===== src/rtl/uart_rx.sv =====
// uart_rx: 16x oversampling UART receiver, N data bits LSB first, optional even parity, M stop bits.
module uart_rx #(
   parameter int unsigned N         = 8,
   parameter int unsigned M         = 1,
   parameter int unsigned PARITY_EN = 0,
   parameter int unsigned BAUD_RATE = 9600,
   parameter int unsigned CLK_FREQ  = 50000000
) (
   input  logic         clk,
   input  logic         reset_n,
   input  logic         rx,
   output logic [N-1:0] data_out,
   output logic         data_valid,
   output logic         parity_err,
   output logic         frame_err,
   output logic         busy
);

   localparam int unsigned DIV_RAW  = CLK_FREQ / (BAUD_RATE * 16);
   localparam int unsigned DIV      = (DIV_RAW < 1) ? 1 : DIV_RAW;
   localparam int unsigned DIV_W    = (DIV > 1) ? $clog2(DIV) : 1;
   localparam int unsigned BITS_MAX = (N > M) ? N : M;
   localparam int unsigned BIT_W    = $clog2(BITS_MAX + 1);
   localparam int unsigned TICK_W   = 4;

   typedef enum logic [2:0] {
      IDLE   = 3'd0,
      START  = 3'd1,
      DATA   = 3'd2,
      PARITY = 3'd3,
      STOP   = 3'd4
   } state_t;

   state_t             state;
   logic               rx_s1;
   logic               rx_s2;
   logic               rx_d;
   logic [DIV_W-1:0]   div_cnt;
   logic [TICK_W-1:0]  tick_cnt;
   logic [BIT_W-1:0]   bit_cnt;
   logic [N-1:0]       shreg;
   logic               par_bit;
   logic               stop_bad;
   logic               tick_c;
   logic               start_edge_c;

   assign tick_c       = (div_cnt == DIV_W'(DIV - 1));
   assign start_edge_c = rx_d & ~rx_s2;

   // Two-flop synchronizer plus one delayed copy for falling-edge detection
   always_ff @(posedge clk or negedge reset_n) begin
      if (!reset_n) begin
         rx_s1 <= 1'b1;
         rx_s2 <= 1'b1;
         rx_d  <= 1'b1;
      end else begin
         rx_s1 <= rx;
         rx_s2 <= rx_s1;
         rx_d  <= rx_s2;
      end
   end

   // Oversample tick divider, re-phased to the detected start edge
   always_ff @(posedge clk or negedge reset_n) begin
      if (!reset_n) begin
         div_cnt <= '0;
      end else if ((state == IDLE) && start_edge_c) begin
         div_cnt <= '0;
      end else if (tick_c) begin
         div_cnt <= '0;
      end else begin
         div_cnt <= div_cnt + DIV_W'(1);
      end
   end

   // Frame FSM: mid-bit sampling, shift register, parity/stop evaluation, registered outputs
   always_ff @(posedge clk or negedge reset_n) begin
      if (!reset_n) begin
         state      <= IDLE;
         tick_cnt   <= '0;
         bit_cnt    <= '0;
         shreg      <= '0;
         par_bit    <= 1'b0;
         stop_bad   <= 1'b0;
         data_out   <= '0;
         data_valid <= 1'b0;
         parity_err <= 1'b0;
         frame_err  <= 1'b0;
         busy       <= 1'b0;
      end else begin
         data_valid <= 1'b0;
         case (state)
            IDLE: begin
               if (start_edge_c) begin
                  state    <= START;
                  busy     <= 1'b1;
                  tick_cnt <= '0;
                  bit_cnt  <= '0;
                  stop_bad <= 1'b0;
               end
            end
            START: begin
               if (tick_c) begin
                  if (tick_cnt == TICK_W'(7)) begin
                     tick_cnt <= '0;
                     if (!rx_s2) begin
                        state <= DATA;
                     end else begin
                        state <= IDLE;
                        busy  <= 1'b0;
                     end
                  end else begin
                     tick_cnt <= tick_cnt + TICK_W'(1);
                  end
               end
            end
            DATA: begin
               if (tick_c) begin
                  if (tick_cnt == TICK_W'(15)) begin
                     tick_cnt <= '0;
                     shreg    <= (shreg >> 1) | (N'(rx_s2) << (N - 1));
                     if (bit_cnt == BIT_W'(N - 1)) begin
                        bit_cnt <= '0;
                        state   <= (PARITY_EN != 0) ? PARITY : STOP;
                     end else begin
                        bit_cnt <= bit_cnt + BIT_W'(1);
                     end
                  end else begin
                     tick_cnt <= tick_cnt + TICK_W'(1);
                  end
               end
            end
            PARITY: begin
               if (tick_c) begin
                  if (tick_cnt == TICK_W'(15)) begin
                     tick_cnt <= '0;
                     par_bit  <= rx_s2;
                     state    <= STOP;
                  end else begin
                     tick_cnt <= tick_cnt + TICK_W'(1);
                  end
               end
            end
            STOP: begin
               if (tick_c) begin
                  if (tick_cnt == TICK_W'(15)) begin
                     tick_cnt <= '0;
                     stop_bad <= stop_bad | ~rx_s2;
                     if (bit_cnt == BIT_W'(M - 1)) begin
                        bit_cnt    <= '0;
                        data_out   <= shreg;
                        data_valid <= 1'b1;
                        parity_err <= (PARITY_EN != 0) ? (par_bit ^ (^shreg)) : 1'b0;
                        frame_err  <= stop_bad | ~rx_s2;
                        busy       <= 1'b0;
                        state      <= IDLE;
                     end else begin
                        bit_cnt <= bit_cnt + BIT_W'(1);
                     end
                  end else begin
                     tick_cnt <= tick_cnt + TICK_W'(1);
                  end
               end
            end
            default: begin
               state <= IDLE;
               busy  <= 1'b0;
            end
         endcase
      end
   end

endmodule


===== config.mk =====
export PLATFORM = sky130hd
export DESIGN_NAME = uart_rx
export DESIGN_NICKNAME = d
export VERILOG_FILES = /design/src/rtl/uart_rx.sv
export SDC_FILE = /design/constraint.sdc
export NUM_CORES = 1
export LEC_CHECK = 0
export BUFFER_PORTS_ARGS = -buffer_cell sky130_fd_sc_hd__buf_2
export CORE_UTILIZATION = 43
export CTS_CLUSTER_DIAMETER = 100
export DETAILED_ROUTE_END_ITERATION = 6
export HOLD_SLACK_MARGIN = 0.12
export PLACE_DENSITY = 0.67
export SYNTH_ARGS = -nofsm -noshare
export SYNTH_HDL_FRONTEND = slang
export SYNTH_SLANG_ARGS = --single-unit

===== constraint.sdc =====
create_clock -name clk -period 3.45 [get_ports clk]
set_clock_uncertainty 0.05 [all_clocks]
set_input_delay 0.5175 -clock clk [delete_from_list [all_inputs] [get_ports clk]]
set_output_delay 0.5175 -clock clk [all_outputs]
set_load 0.02 [all_outputs]

==> summary.md <==
| Metric | Value |
|---|---|
| Status | finished, final reports clean |
| Crit. End Element | flip-flop |
| Final setup vio count | 0 |
| Worst Hold Class | in -> reg |
| Most frequent cells in the layout | 40 x dfrtp_1, 21 x nor2_1, 18 x mux2_2, 13 x nand2_1, 13 x buf_2 |
| Largest area contributor in the netlist | dfrtp_1 |
| Dominant cells by area after synthesis | dfrtp_1 48%, mux2_2 9.7%, dfstp_2 3.8%, nor2_1 3.8%, ha_1 3.0% |
| CTS Sinks | 43 |
| Rel. slew slack | 36.0% |
| Port Buf Inserts | 13 |
| Largest net degree at the start of global routing | 44 |
| Die span in x | 71.5 um |
| Reg-to-reg setup timing slack | 1.01 ns |
| Mapped Avg Cell Area | 11.1 sq um |
| Min Hold Slack | 0.265 ns |
| Leakage | 0.00111 uW |
| Total CTS buffers | 5 |
| First-pass GRT wire length | 5890 um |
| Pwr dens | 624 nW/um^2 |
| CTS Hold Bufs | 0 |
| Period utilisation layout | 70.6% |
| Least-Margin Pin Slew | 0.960 ns |
| Crit start category | flip-flop |
| Fmax | 410 MHz |
| Gpl congestion | 0.817 |
| Routed WL per cell | 13.6 um |
| Bufs on Longest Clock Path | 2 |
| Clock-pin slew on the worst setup and hold paths | 0.08 ns |
| Vias | 1,375 |
| Initial DRC Count | 70 |
| RSZ-0062 raised after global routing | no |
| FILL cells | 409 |
| Mapped Cells | 188 |
| N_diodes | 0 |
| Final Slew Violations | 0 |
| Rows | 24 |
| Die ar. | 5120 sq um |
| Most common cell after layout, fill and taps aside | dfrtp_1 |
| Ports | 15 |
| Number of setup buffers added after CTS | 0 |
| Max IR drop VDD | 384 uV |
| NumNets Final | 211 |
| Root buffer cell | clkbuf_8 |
| Crit path DAT | 2.57 ns |
| Post-cts sizing count | 0 |
| DRT Pass-1 Iters | 4 |
| Ys flop type | dfrtp_1 |
| Mapped Area | 2080 sq um |
| Worst EP required | 3.58 ns |
| DR vias/cell | 5.37 |
| Layout cells sized above 1 | 27.0% |
| Antenna Nets Post-Route | 0 |
| CP max FO | 10 |
| Final setup TNS | 0 ns |
| Vias in the first global route | 1,271 |
| GRT Residual Overflow | 0 |
| Area growth syn-to-layout | 10.9% |
| DRC violations left | 0 |
| Yosys top cell area share | 48.1% |
| Minimum clock period | 2.44 ns |
| Global Route Usage Sum | 15.1% |
| Drt total wl | 3490 um |
| Initial Util | 46.2% |
| Htree depth | 2 |
| Critical path class | reg -> reg |
| Synth warn | 0 |
| Flops & latches, synth | 43 |
| Core Area | 4500 sq um |
| EDFF count, synth | 0 |
| Distinct cells, synth | 49 |
| Die Y | 71.5 um |
| Sequential area share after synthesis | 51.9% |
| Syn_nets | 196 |
| Final hold vios | 0 |
| Max-Cap Viols | 0 |
| Clk Latency, worst-skew pair | 0.29 ns |
| Initial antenna violation count | 0 |
| CTS tree | built |
| HPWL after detailed placement | 2380 um |
| Ys async rst share | 100% |
-- kinds of logic after synthesis --
logic type / Yosys count / share of synthesized area [%]
adder cells (fa/ha/maj): 5 / 3.01
other: 1 / 0.180
flip-flops: 43 / 51.9
AO/OA/AOI/OAI: 34 / 11.0
XOR/XNOR: 8 / 3.37
AND/OR/NAND/NOR: 68 / 18.5
buffers and inverters: 11 / 2.29
multiplexers: 18 / 9.75
-- where the power goes --
group / internal (uW) / switching (uW)
clock network: 238 / 174
logic: 157 / 188
registers: 578 / 105
total: 973 / 467
-- routing by layer --
layer	global-route usage, %	vias up	wire (um)
li1	-	694	-
met1	20.6	657	1760
met2	23.4	19	1570
met3	2.53	5	77
met4	7.84	0	75
met5	0	-	0
-- cells in the mapped netlist, types with 3 or more instances --
library cell	number
dfstp_2	3
o21ai_0	12
ha_1	5
inv_1	6
nand2_1	13
nand3_1	8
dfrtp_1	40
nor2b_1	3
a21oi_1	5
mux2_2	18
nor2_1	21
xor2_1	7
-- final timing paths --
| check | startpoint | cells after the start | endpoint |
|---|---|---|---|
| min | rx | 1 | rx_s1 |
| max in group asynchronous | reset_n | 1 | state[1] |
| max | div_cnt[0] | 7 | data_out[5] |
| min in group asynchronous | reset_n | 1 | div_cnt[6] |
| max reg2reg | div_cnt[0] | 7 | data_out[5] |
| min reg2reg | rx_s1 | 0 | rx_s2 |
-- flip-flops by register name (all words and copies together), names as in the netlist --
| signal | count |
|---|---|
| div_cnt | 9 |
| rx_s2 | 1 |
| data_out | 8 |
| stop_bad | 1 |
| rx_s1 | 1 |
| data_valid | 1 |
| shreg | 8 |
| bit_cnt | 4 |
| busy | 1 |
| rx_d | 1 |
| tick_cnt | 4 |
| state | 3 |
| frame_err | 1 |
-- layout make-up --
cell class / instances / area [sq um] / area share [%]
Clock buffer: 6 / 82.6 / 3.58
Clock inverter: 2 / 38.8 / 1.68
Inverter: 6 / 22.5 / 0.977
Multi-Input combinational cell: 134 / 952 / 41.3
Sequential cell: 43 / 1080 / 46.8
Tap cell: 52 / 65.1 / 2.82
Timing Repair Buffer: 13 / 65.1 / 2.82
-- worst max-delay path, stage by stage (launching register included) --
cell and delay (ns):
dfrtp_1 0.44, inv_1 0.08, ha_1 0.15, nand2_1 0.09, or3_4 0.37, or2_4 0.28
nor3_4 0.48, mux2_2 0.40
-- stage by stage --
step / std cells / utilization [%] / cell area [sq um] / worst slack, ns / total power, uW
global route: 256 / 51.2 / 2310 / 0.864 / 1530
detailed placement: 248 / 48.5 / 2180 / 1.01 / 1040
floorplan: 188 / - / 2080 / 1.24 / 954
finish: 256 / 51.2 / 2310 / 1.01 / 1440
global placement: 248 / 48.5 / 2180 / 1.01 / 1030
CTS: 256 / 51.2 / 2310 / 0.996 / 1450
No activity file was read; power rests on OpenSTA's default activity.
